## src/rtl/pie_pkg.sv

```systemverilog
// Shared PIE definitions: decoder state encoding and the default link timing
// (in clk cycles) common to the PIE encoder and decoder.
package pie_pkg;

  localparam int PW             = 125;
  localparam int ZERO_PERIOD    = 500;
  localparam int ONE_PERIOD     = 875;
  localparam int RTCAL_PERIOD   = ZERO_PERIOD + ONE_PERIOD;
  localparam int TRCAL_PERIOD   = 4000;
  localparam int DELIMITER      = 312;

  localparam int DELIM_MIN_DEF  = 250;
  localparam int DELIM_MAX_DEF  = 400;
  localparam int MAX_PERIOD_DEF = 4800;

  typedef enum logic [2:0] {
    S_IDLE,
    S_DELIM,
    S_SYNC0,
    S_RTCAL,
    S_FIRST,
    S_DATA
  } pie_state_e;

endpackage

```

## src/rtl/pie_sync_edge.sv

```systemverilog
// Two-flop synchronizer for the raw PIE line plus a delayed copy, giving
// single-cycle rise/fall strobes in the clk domain.
module pie_sync_edge (
  input  logic clk,
  input  logic rst_n,
  input  logic i_pie,
  output logic o_pie_s,
  output logic o_rise,
  output logic o_fall
);

  logic r_meta;
  logic r_sync;
  logic r_dly;

  // NOTE: the line idles high, so these flops reset to 1; resetting to 0 would fake a rise after reset.
  always_ff @(posedge clk or negedge rst_n) begin
    if (!rst_n) begin
      r_meta <= 1'b1;
      r_sync <= 1'b1;
      r_dly  <= 1'b1;
    end else begin
      r_meta <= i_pie;
      r_sync <= r_meta;
      r_dly  <= r_sync;
    end
  end

  assign o_pie_s = r_sync;
  assign o_rise  = r_sync & ~r_dly;
  assign o_fall  = ~r_sync & r_dly;

endmodule

```

## src/rtl/pie_decoder.sv

```systemverilog
// Tag-side PIE receiver: validates the delimiter, measures RTCAL/TRCAL
// rise-to-rise and emits one registered bit strobe per data symbol.
module pie_decoder
  import pie_pkg::*;
#(
  parameter  int DELIM_MIN  = DELIM_MIN_DEF,
  parameter  int DELIM_MAX  = DELIM_MAX_DEF,
  parameter  int MAX_PERIOD = MAX_PERIOD_DEF,
  localparam int CW         = $clog2(MAX_PERIOD + 1)
) (
  input  logic          clk,
  input  logic          rst_n,
  input  logic          pie_in,
  output logic          out_bit,
  output logic          out_valid,
  output logic          frame_start,
  output logic          frame_end,
  output logic          preamble,
  output logic [CW-1:0] rtcal_len,
  output logic [CW-1:0] trcal_len,
  output logic          err
);

  localparam int LW = $clog2(DELIM_MAX + 2);

  logic          w_pie_s, w_rise, w_fall;
  pie_state_e    r_state, w_state_nxt;
  logic [CW-1:0] r_ivl, r_pivot, r_rtcal_len, r_trcal_len;
  logic [LW-1:0] r_low_cnt;
  logic          r_preamble, r_out_bit, r_out_valid, r_frame_start, r_frame_end, r_err;
  logic          w_valid_nxt, w_bit_nxt, w_start_nxt, w_end_nxt, w_err_nxt;
  logic          w_rtcal_ld, w_trcal_ld, w_in_frame, w_is_one;

  pie_sync_edge u_sync (
    .clk     (clk),
    .rst_n   (rst_n),
    .i_pie   (pie_in),
    .o_pie_s (w_pie_s),
    .o_rise  (w_rise),
    .o_fall  (w_fall)
  );

  assign w_in_frame = r_state inside {S_SYNC0, S_RTCAL, S_FIRST, S_DATA};
  assign w_is_one   = (r_ivl >= r_pivot);

  // NOTE: every signal gets a default before the case so no path leaves one unassigned (no latches).
  always_comb begin
    w_state_nxt = r_state;
    w_valid_nxt = 1'b0;
    w_bit_nxt   = 1'b0;
    w_start_nxt = 1'b0;
    w_end_nxt   = 1'b0;
    w_err_nxt   = 1'b0;
    w_rtcal_ld  = 1'b0;
    w_trcal_ld  = 1'b0;
    unique case (r_state)
      S_IDLE: if (w_fall) w_state_nxt = S_DELIM;
      S_DELIM: begin
        if (w_rise) begin
          if (r_low_cnt >= LW'(DELIM_MIN) && r_low_cnt <= LW'(DELIM_MAX)) begin
            w_state_nxt = S_SYNC0;
            w_start_nxt = 1'b1;
          end else begin
            w_state_nxt = S_IDLE;
            w_err_nxt   = 1'b1;
          end
        end else if (!w_pie_s && r_low_cnt > LW'(DELIM_MAX)) begin
          w_state_nxt = S_IDLE;
          w_err_nxt   = 1'b1;
        end
      end
      S_SYNC0: if (w_rise) w_state_nxt = S_RTCAL;
      S_RTCAL: if (w_rise) begin
        w_rtcal_ld  = 1'b1;
        w_state_nxt = S_FIRST;
      end
      S_FIRST: if (w_rise) begin
        // An interval equal to RTCAL is still data; only a longer one is TRCAL.
        if (r_ivl > r_rtcal_len) begin
          w_trcal_ld = 1'b1;
        end else begin
          w_valid_nxt = 1'b1;
          w_bit_nxt   = w_is_one;
        end
        w_state_nxt = S_DATA;
      end
      S_DATA: if (w_rise) begin
        w_valid_nxt = 1'b1;
        w_bit_nxt   = w_is_one;
      end
      default: w_state_nxt = S_IDLE;
    endcase

    // A rise in the same cycle always takes precedence over abort/timeout.
    if (w_in_frame && !w_rise) begin
      if (!w_pie_s && r_low_cnt == LW'(DELIM_MIN)) begin
        w_state_nxt = S_DELIM;
        w_end_nxt   = 1'b1;
        w_err_nxt   = 1'b1;
      end else if (w_pie_s && r_ivl == CW'(MAX_PERIOD)) begin
        w_state_nxt = S_IDLE;
        w_end_nxt   = 1'b1;
      end
    end
  end

  // NOTE: sequential state uses non-blocking assignments so every register samples pre-edge values.
  always_ff @(posedge clk or negedge rst_n) begin
    if (!rst_n) begin
      r_state       <= S_IDLE;
      r_ivl         <= '0;
      r_low_cnt     <= '0;
      r_pivot       <= '0;
      r_rtcal_len   <= '0;
      r_trcal_len   <= '0;
      r_preamble    <= 1'b0;
      r_out_bit     <= 1'b0;
      r_out_valid   <= 1'b0;
      r_frame_start <= 1'b0;
      r_frame_end   <= 1'b0;
      r_err         <= 1'b0;
    end else begin
      r_state       <= w_state_nxt;
      r_out_bit     <= w_bit_nxt;
      r_out_valid   <= w_valid_nxt;
      r_frame_start <= w_start_nxt;
      r_frame_end   <= w_end_nxt;
      r_err         <= w_err_nxt;

      if (w_rise)                       r_ivl <= CW'(1);
      else if (r_ivl < CW'(MAX_PERIOD)) r_ivl <= r_ivl + CW'(1);

      if (w_pie_s)                          r_low_cnt <= '0;
      else if (r_low_cnt <= LW'(DELIM_MAX)) r_low_cnt <= r_low_cnt + LW'(1);

      if (w_rtcal_ld) begin
        r_rtcal_len <= r_ivl;
        r_pivot     <= r_ivl >> 1;
      end

      if (w_start_nxt) begin
        r_preamble  <= 1'b0;
        r_trcal_len <= '0;
      end else if (w_trcal_ld) begin
        r_preamble  <= 1'b1;
        r_trcal_len <= r_ivl;
      end
    end
  end

  assign out_bit     = r_out_bit;
  assign out_valid   = r_out_valid;
  assign frame_start = r_frame_start;
  assign frame_end   = r_frame_end;
  assign preamble    = r_preamble;
  assign rtcal_len   = r_rtcal_len;
  assign trcal_len   = r_trcal_len;
  assign err         = r_err;

endmodule
```

## config.mk

```make
export PLATFORM = sky130hd
export DESIGN_NAME = pie_decoder
export DESIGN_NICKNAME = d
export VERILOG_FILES = /design/src/rtl/pie_pkg.sv /design/src/rtl/pie_sync_edge.sv /design/src/rtl/pie_decoder.sv
export SDC_FILE = /design/constraint.sdc
export NUM_CORES = 1
export LEC_CHECK = 0
export ABC_AREA = 0
export CAP_MARGIN = 5
export CORE_MARGIN = 1
export CORE_UTILIZATION = 54
export DETAILED_ROUTE_END_ITERATION = 7
export PLACE_DENSITY_LB_ADDON = 0.05
export RECOVER_POWER = 50
export SETUP_SLACK_MARGIN = 0.3
export SLEW_MARGIN = 20
export SYNTH_ARGS = -nofsm -noshare
export SYNTH_HDL_FRONTEND = slang
export SYNTH_HIERARCHICAL = 1
export SYNTH_SLANG_ARGS = --single-unit
```

## constraint.sdc

```tcl
create_clock -name clk -period 2.9 [get_ports clk]
set_clock_uncertainty 0.15 [all_clocks]
set_input_delay 0.29 -clock clk [delete_from_list [all_inputs] [get_ports clk]]
set_output_delay 0.29 -clock clk [all_outputs]
set_load 0.03 [all_outputs]
```

### Word-level counts from Yosys, hierarchy flattened

Cells that the tools add are included.

* reduce and logical (&&, ||, !) cells: 12
* add/sub/neg operators: 2
* equal/unequal tests: 7
* bitwise operators: 4
* multiplexer cells: 43
* $lt $le $gt $ge: 6

Operators with widths (number)
* 13-bit 2-to-1 mux: 4
* 3-bit 2-to-1 mux: 9
* 1-bit 2-to-1 mux: 24
* 9-bit 2-to-1 mux: 2
* 3-bit one-hot mux with 6 select lines: 1
* 13-bit by 1-bit adder with 13-bit output, second input constant: 1
* 13-bit equality test, second input constant: 1
* 13-bit by 12-bit >= comparator with 1-bit output: 1
* 13-bit greater-than comparator: 1
* 13-bit < comparator, second input constant: 1
* 9-bit by 1-bit adder with 9-bit output, second input constant: 1
* 9-bit by 8-bit equality test with 1-bit output, second input constant: 1
* 9-bit by 8-bit >= comparator with 1-bit output, second input constant: 1
* 9-bit greater-than comparator, second input constant: 1
* 9-bit less-or-equal comparator, second input constant: 1
* 3-bit by 2-bit equality test with 1-bit output, second input constant: 2
* 3-bit equality test, second input constant: 2
* 2-bit nonzero test: 3
* 1-bit logical AND: 5
* 1-bit one-hot mux with 2 select lines: 2
* 4-bit nonzero test: 1
* 3-bit by 1-bit equality test with 1-bit output, second input constant: 1
* 3-bit zero test: 1
* 1-bit bitwise AND: 2
* 3 further kinds: 5

* word-level logic and storage cells: 89
* input port bits: 3
* bits in registers: 72

### Logic depth before layout (Yosys ltp)

Gate-level depths: netlist of the first run.

* depth after elaboration: 8
* gate-level depth with buffers: 10
* gate-level depth less buffers: 8

### Cells and area by module

Netlist of the first run, hierarchy kept.

Modules (own cells, without submodules)
* pie_decoder: area each 3225.6 sq um, instances 1, cells an instance 333
* pie_sync_edge: area each 93.8 sq um, instances 1, cells an instance 5

### Least setup slack after synthesis of the first run

No wires, ideal clock.

* path type: register -> register
* from: register r_rtcal_len[3], in the netlist rtcal_len[3]
* to: register r_trcal_len[10], in the netlist trcal_len[10]
* arrival: 2.353 ns
* stages on the path, launching flop included: 11
* setup slack: 0.318 ns
* library setup time: 0.079 ns
* period minus slack after synthesis: 2.582 ns
* data required time: 2.671 ns
* path buffers: 2
* cells stage by stage: dfrtp_1 > inv_1 > ha_1 > a21oi_2 > a21boi_1 > o31a_1 > o41ai_2 > or3_1 > buf_6 > buf_12 > mux2i_1

* longest elaborated chain between the ends: 5

Ends and longest elaborated chain
* start, declared: RTL line pie_decoder.sv:28 `logic [CW-1:0] r_ivl, r_pivot, r_rtcal_len, r_trcal_len;`
* start signal, assigned: RTL line pie_decoder.sv:137 `r_rtcal_len <= r_ivl;`
* 13-bit greater-than comparator: RTL line pie_decoder.sv:79 `if (r_ivl > r_rtcal_len) begin`
* 1-bit 2-to-1 mux: RTL line pie_decoder.sv:79
* 1-bit 2-to-1 mux: RTL line pie_decoder.sv:77 `S_FIRST: if (w_rise) begin`
* 1-bit 2-to-1 mux: RTL line pie_decoder.sv:56 `unique case (r_state)`
* 2-bit nonzero test (no line)
* end signal, assigned: RTL line pie_decoder.sv:146 `r_trcal_len <= r_ivl;`
* end, declared: RTL line pie_decoder.sv:28

Every way passes these cells.
A chain may end at the register's enable or synchronous reset.

### Worst setup path in the final report of the first run

* from: register r_ivl[2]
* to: register r_trcal_len[7], in the netlist trcal_len[7]

* longest elaborated chain between the ends: 5

Ends and longest elaborated chain
* start, declared: RTL line pie_decoder.sv:28
* start signal, assigned: RTL line pie_decoder.sv:131 `else if (r_ivl < CW'(MAX_PERIOD)) r_ivl <= r_ivl + CW'(1);`
* 13-bit greater-than comparator: RTL line pie_decoder.sv:79
* 1-bit 2-to-1 mux: RTL line pie_decoder.sv:79
* 1-bit 2-to-1 mux: RTL line pie_decoder.sv:77
* 1-bit 2-to-1 mux: RTL line pie_decoder.sv:56
* 2-bit nonzero test (no line)

Every way passes these cells.

==> results of run 1 <==
-- per-layer routing --
metal,vias to the layer above,part of all wire [%]
li1,1269,-
met1,1237,49
met2,43,46
met3,18,3.4
met4,0,1.7
met5,-,0
-- critical path: cells and delay by family (launching register included) --
family	cells	cell delay, ps
multiplexers	1	200
AND/OR/NAND/NOR	2	280
flip-flops	1	470
adder cells (fa/ha/maj)	1	340
buffers and inverters	1	160
AO/OA/AOI/OAI	3	740
-- power by group through the flow --
stage	Sequential (mW)	Clock (mW)	Combinational [mW]
2_1_floorplan	0.922	0	0.271
3_3_place_gp	0.943	0	0.344
3_5_place_dp	0.946	0	0.352
4_1_cts	0.931	0.710	0.381
5_1_grt	0.940	0.750	0.504
6_report	0.934	0.700	0.452
-- cell families after synthesis --
family | Yosys count | share of synthesized area [%]
compound gates | 61 | 12.40
xor+xnor | 16 | 4.222
mux | 13 | 3.920
simple gates | 116 | 17.00
flops | 60 | 45.35
buf+inv | 41 | 5.428
fa+ha+maj | 31 | 11.68
-- worst max path at each step --
stage                       from            end  slack [ps]  depth (start not counted)
finish                  r_ivl[2]   trcal_len[7]         490                          8
global route        rtcal_len[3]   trcal_len[4]         340                          9
CTS                     r_ivl[3]   trcal_len[7]         330                          8
detailed placement      r_ivl[3]   trcal_len[5]         320                          8
global placement        r_ivl[3]   trcal_len[9]         420                          8
floorplan           rtcal_len[3]  trcal_len[10]         320                         10
-- state kept, by name, summed over array words and instances (netlist names), 3 cells and up --
| signal | count |
|---|---|
| r_ivl | 13 |
| r_low_cnt | 9 |
| r_state | 3 |
| rtcal_len | 13 |
| trcal_len | 13 |
-- placed cells by master, fill, tap and decap left out, drive strengths merged, types with 4 or more instances in the layout --
cell           netlist  layout
a21oi               16      16
buf                  4       9
clkbuf               6      15
clkdlybuf4s50        0      22
dfrtp               57      57
dlygate4sd3          0      12
ha                  31      31
inv                 31      31
mux2i               13      13
nand2               40      40
nand3                9       9
nand4                8       8
nor2                30      30
nor4                 4       4
o21ai               21      21
or3                  5       5
xnor2               11      11
xor2                 5       5
-- layout make-up --
| cell class | instances | area [um^2] |
|---|---|---|
| fill | 478 | 1944 |
| multi-input combinational | 237 | 1663 |
| sequential | 60 | 1506 |
| timing repair buffer | 44 | 414.1 |
| clock buffer | 14 | 172.7 |
| inverter | 31 | 116.4 |
| tap | 75 | 93.84 |
| clock inverter | 2 | 10.01 |
-- cell usage after synthesis, drive strengths merged, types with 2 or more instances --
master | number | area, um^2
a211o | 2 | 17.52
inv | 31 | 116.4
buf | 4 | 41.29
mux2i | 13 | 130.1
xnor2 | 11 | 96.34
nor4b | 2 | 17.52
o31a | 2 | 17.52
xor2 | 5 | 43.79
o21ai | 21 | 105.1
dfrtp | 57 | 1426
nor2 | 30 | 117.6
or3 | 5 | 31.28
nor3 | 2 | 10.01
nor2b | 3 | 18.77
nand2b | 3 | 18.77
clkbuf | 6 | 22.52
and4 | 2 | 17.52
nand3 | 9 | 50.05
and3 | 2 | 12.51
nor4 | 4 | 25.02
nand2 | 40 | 150.1
a211oi | 3 | 22.52
nor3b | 3 | 22.52
a21oi | 16 | 87.59
nand4 | 8 | 50.05
a21boi | 2 | 15.02
ha | 31 | 387.9
dfstp | 3 | 78.83
a21o | 3 | 22.52
-- what timing repair did --
item	CTS	global route
gates resized for setup	1	4
setup buffers	0	4
hold endpoints to repair	51	0
setup endpoints to repair	5	14
hold buffers	1	0
pin swaps	0	2
==> run metrics, run 1 <==
setup violation total in the final timing report 0; setup TNS 0 ps; met2 Usage GRT 38.39%; Total Routing Usage GR 25.43%; hold-critical path endpoint u_sync/o_pie_s; Synthesized Nets 372; post-route non-filler standard cell count 463; reported max-cap violation count 0; instance count after placement with tap cells included 442; Placement Setup Slack 315.7 ps; Relative slew margins 0.2913%; count of endpoints failing hold in the final timing report 0; number of buffer cells added on primary ports 34; met1 global-route usage 34.48%; count of cells along the worst register-to-register path 8; final cycle utilization of the critical path 83.13%; crit path capture type register; maximum clock path buffer count 2; Most used DFF post-synth dfrtp_1; final hold slack 214.0 ps; leakage power of the design 1.899 nW; horizontal die dimension 80.41 um; cell depth of the worst hold path 0; area growth from synthesis to layout 19.79%; Worst path slowest cell dfrtp_1; worst path arrival time 2530 ps; chip height 80.41 um; clock network power share 33.5%; number of instances in the synthesized netlist 338; number of pins exceeding their max-slew limit in the final report 0; drt drc 0; post-route design area 3976 um^2; critical path peak fanout 9; number of global-route vias before repair 2490; fraction of final layout cells with drive strength greater than 1 10.31%; GRT Max-Usage Layer met2; RSZ-0062 raised after global routing no; first-pass GRT wire length 12100 um; Starting DRT DRC Count 230; number of antenna violations at the first check in global routing 0; number of core rows 28; overall power of the completed layout 2.086 mW; placed instance area 3722 um^2; Hold Startpoint u_sync/r_meta; RD Place Congestion 0.8036; die area 6465 um^2; EDFF count, synth 0; result of the run complete, no violations; cell area power density 524.7 nW/um^2; startpoint of the most critical register-to-register path r_ivl[2]; routed via count 2567; clock transition at the register clock pins on the worst setup and hold paths after CTS 70 ps; flop-to-flop setup slack 490 ps; portion of the post-synthesis area used by sequential elements 45.34%; cell chain of the critical path ha_1 -> nand3_1 -> a21boi_1 -> o31a_1 -> o41ai_4 -> or3_4 -> buf_6 -> mux2i_1; time the final worst path needs with I/O delays and setup 2411 ps; fraction of registers with async set or reset after synthesis 100.0%; post-synthesis average cell area 9.821 um^2; power spent charging and discharging nets 606.7 uW; setup slack of the critical path after layout 489.2 ps; Via-to-Cell Ratio 5.544; antenna-violating nets left 0; total length of routed wires 7098 um; clock tree root driver cell clkbuf_8; worst-skew pair later-pin latency 340 ps; I/O pins 35; maximum number of pins on one net before global-route repair 61; share of total power consumed by net switching 29.08%; total congestion overflow after global routing 0; Synth Register Bits 60; clock buffers created by TritonCTS 9; post-synthesis instance area 3319 um^2; CTS tree done; met3 Track Usage GR 6.818%; data required time of the worst path 3020 ps; initial core utilization 56.07%; type of the tightest min-delay check register to register; count of unique library cells instantiated by Yosys 51; worst IR drop on VDD 0.4124 mV; internal power contribution 1.480 mW; nature of the critical path startpoint register; Routed wire per std cell 15.33 um; Max Freq 414.8 MHz; clock tree sinks 60; part of the power in combinational logic 21.7%; Crit Path Class register to register; highest cell delay on the worst timing path 470 ps; first-pass detailed-route iteration total 4; worst-margin pin slew 1496 ps; diodes inserted 0; DP HPWL 4860 um; htree depth 3; Synthesis Warnings 6; Final Util 67.16%; core box area 5921 um^2; Final nets 417; sequential power share 44.8%; R2R Path End trcal_len[7]
Power figures use the tool's default switching activity.
==> run 2, diff against run 1 <==
CORE_UTILIZATION = 51   (was 54)
clock period = 2.14 ns   (was 2.9 ns; I/O delays follow)
==> run metrics, run 2 (synthesis gave the netlist of run 1 again) <==
DP HPWL 5922 um (was 4860 um); Via-to-Cell Ratio 5.427 (was 5.544); diodes inserted 0 (unchanged); routed via count 2936 (was 2567); RSZ-0062 raised after global routing yes (was no); number of global-route vias before repair 2860 (was 2490); Storage cell area 1514 um^2 (was 1506 um^2); core box area 6314 um^2 (was 5921 um^2); maximum number of pins on one net before global-route repair 33 (was 61); first-pass detailed-route iteration total 4 (unchanged); chip height 82.68 um (was 80.41 um); number of pins exceeding their max-slew limit in the final report 0 (unchanged); post-route non-filler standard cell count 541 (was 463); number of buffer cells added on primary ports 34 (unchanged); Crit Path Class register to register (unchanged); met2 routed WL 4692 um (was 3270 um); first-pass GRT wire length 13770 um (was 12100 um); area occupied by multi-input gates 2009 um^2 (was 1663 um^2); commonest cells after routing, fill and taps aside 55 x buf_4, 50 x dfrtp_1, 36 x nand2_1 (was 56 x dfrtp_1, 40 x nand2_1, 30 x inv_1, 30 x ha_1, 28 x nor2_1); clock tree sinks 60 (unchanged); worst IR drop on VDD 0.5790 mV (was 0.4124 mV); number of core rows 29 (was 28); initial core utilization 52.58% (was 56.07%); instance count after placement with tap cells included 494 (was 442); nature of the critical path startpoint register (unchanged); post-route design area 5029 um^2 (was 3976 um^2); total routed wire length on the met1 layer 3909 um (was 3459 um); result of the run complete, but fails checks (was complete, no violations); htree depth 3 (unchanged); maximum clock path buffer count 2 (unchanged); Final nets 493 (was 417); leakage power of the design 2.401 nW (was 1.899 nW); final cycle utilization of the critical path 107.5% (was 83.13%); leading cell type in the layout, fill and taps excluded buf_4 (was dfrtp_1); Routed wire per std cell 17.25 um (was 15.33 um); delay-heaviest family, CP compound AO/OA/AOI/OAI gates (unchanged); setup slack of the critical path after layout -160.0 ps (was 489.2 ps); fraction of final layout cells with drive strength greater than 1 38.15% (was 10.31%); critical path peak fanout 4 (was 9); setup violation total in the final timing report 20 (was 0); clock tree root driver cell clkbuf_8 (unchanged); clock buffers created by TritonCTS 9 (unchanged); reported max-cap violation count 0 (unchanged); time the final worst path needs with I/O delays and setup 2300 ps (was 2411 ps); highest cell delay on the worst timing path 430 ps (was 470 ps); total congestion overflow after global routing 0 (unchanged); final hold slack 210.0 ps (was 214.0 ps); cell depth of the worst hold path 0 (unchanged); RD Place Congestion 0.8559 (was 0.8036); Max Freq 434.8 MHz (was 414.8 MHz); type of the tightest min-delay check register to register (unchanged); placed instance area 4194 um^2 (was 3722 um^2); I/O pins 35 (unchanged); Starting DRT DRC Count 127 (was 230); Worst path slowest cell dfrtp_1 (unchanged); worst-skew pair later-pin latency 350 ps (was 340 ps); area growth from synthesis to layout 51.49% (was 19.79%); # fillers 402 (was 478); worst path arrival time 2410 ps (was 2530 ps); drt drc 0 (unchanged); cell area power density 628.1 nW/um^2 (was 524.7 nW/um^2); Total Routing Usage GR 28.23% (was 25.43%); top routing layer in use met4 (unchanged); cell chain of the critical path ha_4 -> nand4_1 -> nor2_2 -> o31a_1 -> o41ai_4 -> or3_4 -> buf_6 -> mux2i_2 (was ha_1 -> nand3_1 -> a21boi_1 -> o31a_1 -> o41ai_4 -> or3_4 -> buf_6 -> mux2i_1); routed wire length on met3 465 um (was 243 um); data required time of the worst path 2250 ps (was 3020 ps); count of cells along the worst register-to-register path 8 (unchanged); antenna-violating nets left 0 (unchanged); crit path capture type register (unchanged); horizontal die dimension 82.68 um (was 80.41 um); setup TNS -2168 ps (was 0 ps); Placement Setup Slack -238.3 ps (was 315.7 ps); Crit path depth 8 (unchanged); number of antenna violations at the first check in global routing 0 (unchanged); Relative slew margins 37.94% (was 0.2913%); violations in the final reports negative setup slack; clock transition at the register clock pins on the worst setup and hold paths after CTS 70 ps (about the same); CTS tree done (unchanged); total length of routed wires 9330 um (was 7098 um); total buffers and inverters traversed by the critical path 1 (unchanged); die area 6835 um^2 (was 6465 um^2); count of endpoints failing hold in the final timing report 0 (unchanged); worst-margin pin slew 930.9 ps (was 1496 ps)
run 2: per-stage QoR:
| stage | util [%] | power, mW |
|---|---|---|
| global route | 79.65 | 3.314 |
| floorplan | - | 1.656 |
| finish | 79.65 | 3.158 |
| global placement | 66.43 | 1.914 |
| detailed placement | 66.43 | 1.937 |
| CTS | 75.29 | 3.069 |
run 2: layout make-up:
class / instances / area share (%)
Timing Repair Buffer: 120 / 21.57
Clock inverter: 1 / 0.09953
Tap cell: 77 / 1.916
Sequential cell: 60 / 30.11
Inverter: 31 / 2.637
Multi-Input combinational cell: 237 / 39.96
Clock buffer: 15 / 3.707
run 2: where the power goes:
part           internal (mW)  total [mW]  switching [mW]
Sequential              1.18        1.22          0.0463
Combinational          0.469       0.947           0.478
Clock                  0.547       0.987           0.441
Total                   2.19        3.16           0.965
run 2: worst paths after layout:
kind / start / endpoint / slack, ps
hold / removal: u_sync/r_meta / u_sync/o_pie_s / 210
setup / recovery: r_ivl[3] / trcal_len[12] / -160
max in group asynchronous: rst_n / u_sync/r_dly / 380
min in group asynchronous: rst_n / trcal_len[6] / 380
hold reg to reg: u_sync/r_meta / u_sync/o_pie_s / 210
setup reg to reg: r_ivl[3] / trcal_len[12] / -160
run 2: layer usage:
layer / GRT usage (%) / up-vias
met3: 5.824 / 23
met4: 16.21 / 0
met2: 46.39 / 85
met1: 34.16 / 1413
li1: - / 1415
met5: 0 / -
run 2: timing repair:
action                                  in CTS  in global routing
setup buffers                               10                 18
hold buffers                                 1                  0
gates cloned                                 2                  0
pin swaps                                   25                 25
resized for setup                           60                 50
endpoints found under the setup margin      42                 46
hold endpoints to repair                    15                  0
==> patch 1: new RTL, settings of run 2 <==
The package constant `MAX_PERIOD_DEF` goes from 4800 to 2400.
--- a/src/rtl/pie_pkg.sv
+++ b/src/rtl/pie_pkg.sv
@@ -12,5 +12,5 @@
   localparam int DELIM_MIN_DEF  = 250;
   localparam int DELIM_MAX_DEF  = 400;
-  localparam int MAX_PERIOD_DEF = 4800;
+  localparam int MAX_PERIOD_DEF = 2400;
 
   typedef enum logic [2:0] {
Ports: changed (resized rtcal_len and trcal_len); port bits go from 35 to 33. No check against the original RTL was run, so the function may have changed too.
==> patch 1 against run 2 <==
The flow still finishes with violations (negative setup slack); wire length grew 7.6%; sequential cell count decreased by 3; maximum frequency is 5.5% higher; setup slack gained 0.12 ns; power decreased by 1.7%; sequential share of layout area up 0.099 points; cell area decreased by 4.5%; area after synthesis is 3.5% lower; utilization is 0.49 points higher; critical path type unchanged; largest power group unchanged; highest routed layer unchanged.
==> patch 1: results (changes against run 2) <==
metric	value	unit	change
num_vias	2914		-0.75%
synth_top_flop_cell	dfrtp_1		
ys_types	50		-2.0%
dp_hpwl	5620	um	-5.1%
antenna_found_initial	0		unchanged
drtPass1Iterations	5		+1
setup_viol	12		-40%
wl	10000	um	+7.6%
yosys-top-cells-count	dfrtp_1, nand2_1, inv_1		
cts-buffers-inserted	9		unchanged
peakVddDrop	0.603	mV	+4.2%
async_flop_share	1.00		unchanged
hold_path.class	reg -> reg		
port_buffers	32		-5.9%
worst-r2r-cell-count	8		unchanged
slowest_stage	dfrtp_2		
layout-drive-gt1-share	0.369		-0.0121
critPathLaunchType	register		
tightest_slew	1.29	ns	+0.358 ns
place_ws	-0.0473	ns	+0.191 ns
grt_max_degree	58		+76%
cp_top_family	buffers and inverters		
place_congestion	0.872		+1.9%
ys_seq_area_frac	0.447		-0.00679
grt_usage	0.313		+0.0305
path_max_fanout	7		+3
ys.warnings.count	6		unchanged
violations	negative setup slack		
ctsRootBufferMaster	clkbuf_8		
syn_nets	356		-4.3%
clk_latency	0.34	ns	
max_stage_delay	0.47	ns	+0.04 ns
h-tree-depth	3		unchanged
max-clock-path-buffers	2		unchanged
clkTransAtPathRegs	0.07	ns	about the same
p_leak	2.03	nW	-15%
drt_iter0_markers	157		+24%
worst_slack	-0.0403	ns	+0.120 ns
crit_path_end	trcal_len[2]		
insertedDiodeCount	0		unchanged
fin_tns_setup	-0.276	ns	+1.89 ns
status	finished, violations left		
synthTopCellsByArea	dfrtp_1, ha_1, nand2_1		
r2r-start	r_ivl[8]		
grt_pass1_wl	14800	um	+7.3%
nets	452		-8.3%
## patch 1: cell count changes in the layout (fill, tap and decap cells not counted), sizes merged, moves of 4 or more
cell,delta
buf,-20
nor2,-7
a2111oi,+6
dlygate4sd2,-6
a211oi,+5
clkdlybuf4s50,+5
clkbuf,-4
## patch 1: final cells by class
type / count / area, um2
repair buffers: 95 / 863
flip-flops and latches: 57 / 1450
clock inverters: 2 / 35.0
clock buffers: 14 / 183
well taps: 75 / 93.8
multi-input cells: 225 / 2060
inverters: 32 / 120
fillers: 370 / 1190
## patch 1: layer usage
layer,vias up,share of wire,global-route usage
li1,1331,-,-
met1,1461,0.43,0.396
met2,99,0.50,0.514
met3,23,0.047,0.0798
met4,0,0.024,0.113
met5,-,0,0
## patch 1: timing repair
item | 4_1_cts | 5_1_grt
resized for setup | 40 | 39
cloned | 2 | 0
setup buffers | 25 | 8
pin swaps | 24 | 19
setup endpoints to repair | 35 | 43
hold buffers | 1 | 0
hold endpoints to repair | 54 | 0
## patch 1: cells by family after synthesis
kind of cell,share of synthesized area
DFF,0.447
muxes,0.0375
xor gates and xnor gates,0.0465
buffers and inverters,0.0535
adders and majority gates,0.113
and+or+nand+nor,0.157
AOI/OAI and AO/OA,0.145
## patch 1: power by group
part,internal [mW],switching (mW)
logic,0.340,0.454
clock network,0.664,0.459
registers,1.13,0.0635
total,2.13,0.976
## patch 1: how the worst min path moves through the flow
stage / to / cells after the start / start
final: u_sync/o_pie_s / 0 / u_sync/r_meta
after global routing: u_sync/o_pie_s / 0 / u_sync/r_meta
after CTS: u_sync/r_meta / 1 / pie_in
after detailed placement: rtcal_len[9] / 2 / rst_n
after global placement: rtcal_len[9] / 2 / rst_n
after floorplan: err / 0 / rst_n
## patch 1: through the flow
step / hold slack (ns) / std cells / area, um2 / util / power [mW]
finish: 0.206 / 500 / 4800 / 0.801 / 3.11
global route: 0.213 / 500 / 4800 / 0.801 / 3.23
CTS: 0.124 / 492 / 4560 / 0.761 / 2.98
detailed placement: 0.0937 / 448 / 3920 / 0.654 / 1.76
global placement: 0.0905 / 448 / 3920 / 0.654 / 1.75
floorplan: -0.232 / 324 / 3340 / - / 1.57
==> patch 2: new RTL, settings of run 2 <==
Without the edit above. Reset style: synchronous (`rst_n`), changed in 2 clocked blocks.
--- a/src/rtl/pie_sync_edge.sv
+++ b/src/rtl/pie_sync_edge.sv
@@ -15,5 +15,5 @@
 
   // NOTE: the line idles high, so these flops reset to 1; resetting to 0 would fake a rise after reset.
-  always_ff @(posedge clk or negedge rst_n) begin
+  always_ff @(posedge clk) begin
     if (!rst_n) begin
       r_meta <= 1'b1;
--- a/src/rtl/pie_decoder.sv
+++ b/src/rtl/pie_decoder.sv
@@ -106,5 +106,5 @@
 
   // NOTE: sequential state uses non-blocking assignments so every register samples pre-edge values.
-  always_ff @(posedge clk or negedge rst_n) begin
+  always_ff @(posedge clk) begin
     if (!rst_n) begin
       r_state       <= S_IDLE;
Function: differs if rst_n is asserted again (counterexample within 10 cycles, from zero or initial values and one cycle with rst_n low); with rst_n held inactive, the same outputs for 10 cycles.
==> patch 2 against run 2 <==
The run still ends with negative setup slack left; utilization shrank 5.8 points; hold slack better by 0.057 ns; setup slack gained 0.050 ns; non-clock buffer count shrank 32; area after synthesis decreased by 3.9%; wire length decreased by 17%; final cell count down 1.3%; die area is 3.8% lower; sequential cell count unchanged; largest cell class unchanged; cell area fell by 12%.
Power is not compared: it rests on default switching activity, and its combinational part moved more than twofold at a synthesized area within 25%.
==> patch 2: results (changes against run 2) <==
metric	value	unit	change
final-hold-violation-count	0		unchanged
num_vias	2851		-2.9%
nets	488		-1.0%
grt_usage	0.245		-0.0372
yosys-top-cells-count	nand2_1, dfxtp_1, ha_1, nor2_1, inv_1		
setup_viol	16		-20%
worst_slack	-0.110	ns	+0.0501 ns
tightest_slew	0.858	ns	-0.0731 ns
drt_iter0_markers	85		-33%
cp_data_arrival_time	2.36	ns	-0.05 ns
slowest_stage	or3b_4		
post_dp_cell_area	3990	um2	-5.0%
layout-drive-gt1-share	0.288		-0.0939
place_congestion	0.858		+0.23%
clk_latency	0.33	ns	-0.02 ns
grt_max_degree	28		-15%
async_flop_share	0		-1.00
path_max_fanout	14		+10
dp_hpwl	5430	um	-8.3%
fill_cells	457		+14%
ys_types	48		-5.9%
grt_pass1_wl	12000	um	-13%
syn_nets	404		+8.6%
violations	negative setup slack		
grt_pass1_vias	2666		-6.8%
ys_seq_area_frac	0.376		-0.0770
wl_met2	4020	um	-14%
status	finished, violations left		
synthTopCellsByArea	dfxtp_1, ha_1, nand2_1		
wl	7730	um	-17%
-- patch 2: changes by cell type in the layout (fill, tap and decap cells not counted), sizes merged, moves of 13 or more --
cell / before / now
a21boi: 2 / 15
dfxtp: 0 / 60
o21ai: 21 / 6
buf: 82 / 50
dlygate4sd3: 2 / 17
dfrtp: 57 / 0
nand2: 40 / 65
-- patch 2: what timing repair did --
item	4_1_cts	5_1_grt
endpoints found under the setup margin	34	53
pin swaps	9	19
buffers inserted	3	5
gates resized for setup	20	46
-- patch 2: final cells by class --
type / instances / area share
multi-input cells: 275 / 0.467
flip-flops and latches: 60 / 0.282
repair buffers: 88 / 0.167
clock buffers: 13 / 0.0407
well taps: 75 / 0.0212
inverters: 20 / 0.0190
clock inverters: 3 / 0.00368
-- patch 2: worst paths after layout --
path	startpoint	end	slack, ns	cells past startpoint
worst max-delay path	rtcal_len[5]	trcal_len[5]	-0.11	9
worst min-delay path	u_sync/r_meta	u_sync/o_pie_s	0.27	1
worst max register to register	rtcal_len[5]	trcal_len[5]	-0.11	9
worst min register to register	u_sync/r_meta	u_sync/o_pie_s	0.27	1
-- patch 2: logic make-up after synthesis --
group,count (synthesis),share of synthesized area
and+or+nand+nor,154,0.229
DFF,60,0.376
AOI/OAI and AO/OA,60,0.141
adders and majority gates,31,0.122
muxes,13,0.0408
xor gates and xnor gates,17,0.0467
buffers and inverters,35,0.0451
-- patch 2: metrics by stage --
| step | setup WS [ns] | std cells | hold slack, ns | power [mW] | setup TNS (ns) |
|---|---|---|---|---|---|
| 6_report | -0.110 | 534 | 0.267 | 2.30 | -1.43 |
| 5_1_grt | -0.198 | 534 | 0.304 | 2.38 | -2.75 |
| 4_1_cts | -0.115 | 529 | 0.271 | 2.29 | -1.32 |
| 3_5_place_dp | -0.103 | 510 | 0.252 | 1.30 | -1.36 |
| 3_3_place_gp | -0.0698 | 510 | 0.242 | 1.30 | -0.763 |
| 2_1_floorplan | -0.143 | 370 | 0.137 | 1.25 | -1.42 |
-- patch 2: power groups by stage --
stage,Sequential (mW),Clock (mW),Combinational (mW)
after floorplan,1.15,0,0.103
after global placement,1.15,0,0.151
after detailed placement,1.15,0,0.154
after CTS,1.12,1.01,0.160
after global routing,1.13,1.06,0.196
final,1.13,0.990,0.181
-- patch 2: critical path: cells and delay by family, from the launching register on --
family	cells	cell delay [ns]
and+or+nand+nor	3	0.75
DFF	1	0.36
buffers and inverters	2	0.20
AOI/OAI and AO/OA	2	0.26
adders and majority gates	1	0.24
muxes	1	0.20
-- patch 2: routing by layer --
metal,track usage,up-vias
met2,0.445,47
met5,0,-
met1,0.272,1351
met4,0.116,0
li1,-,1443
met3,0.0483,10
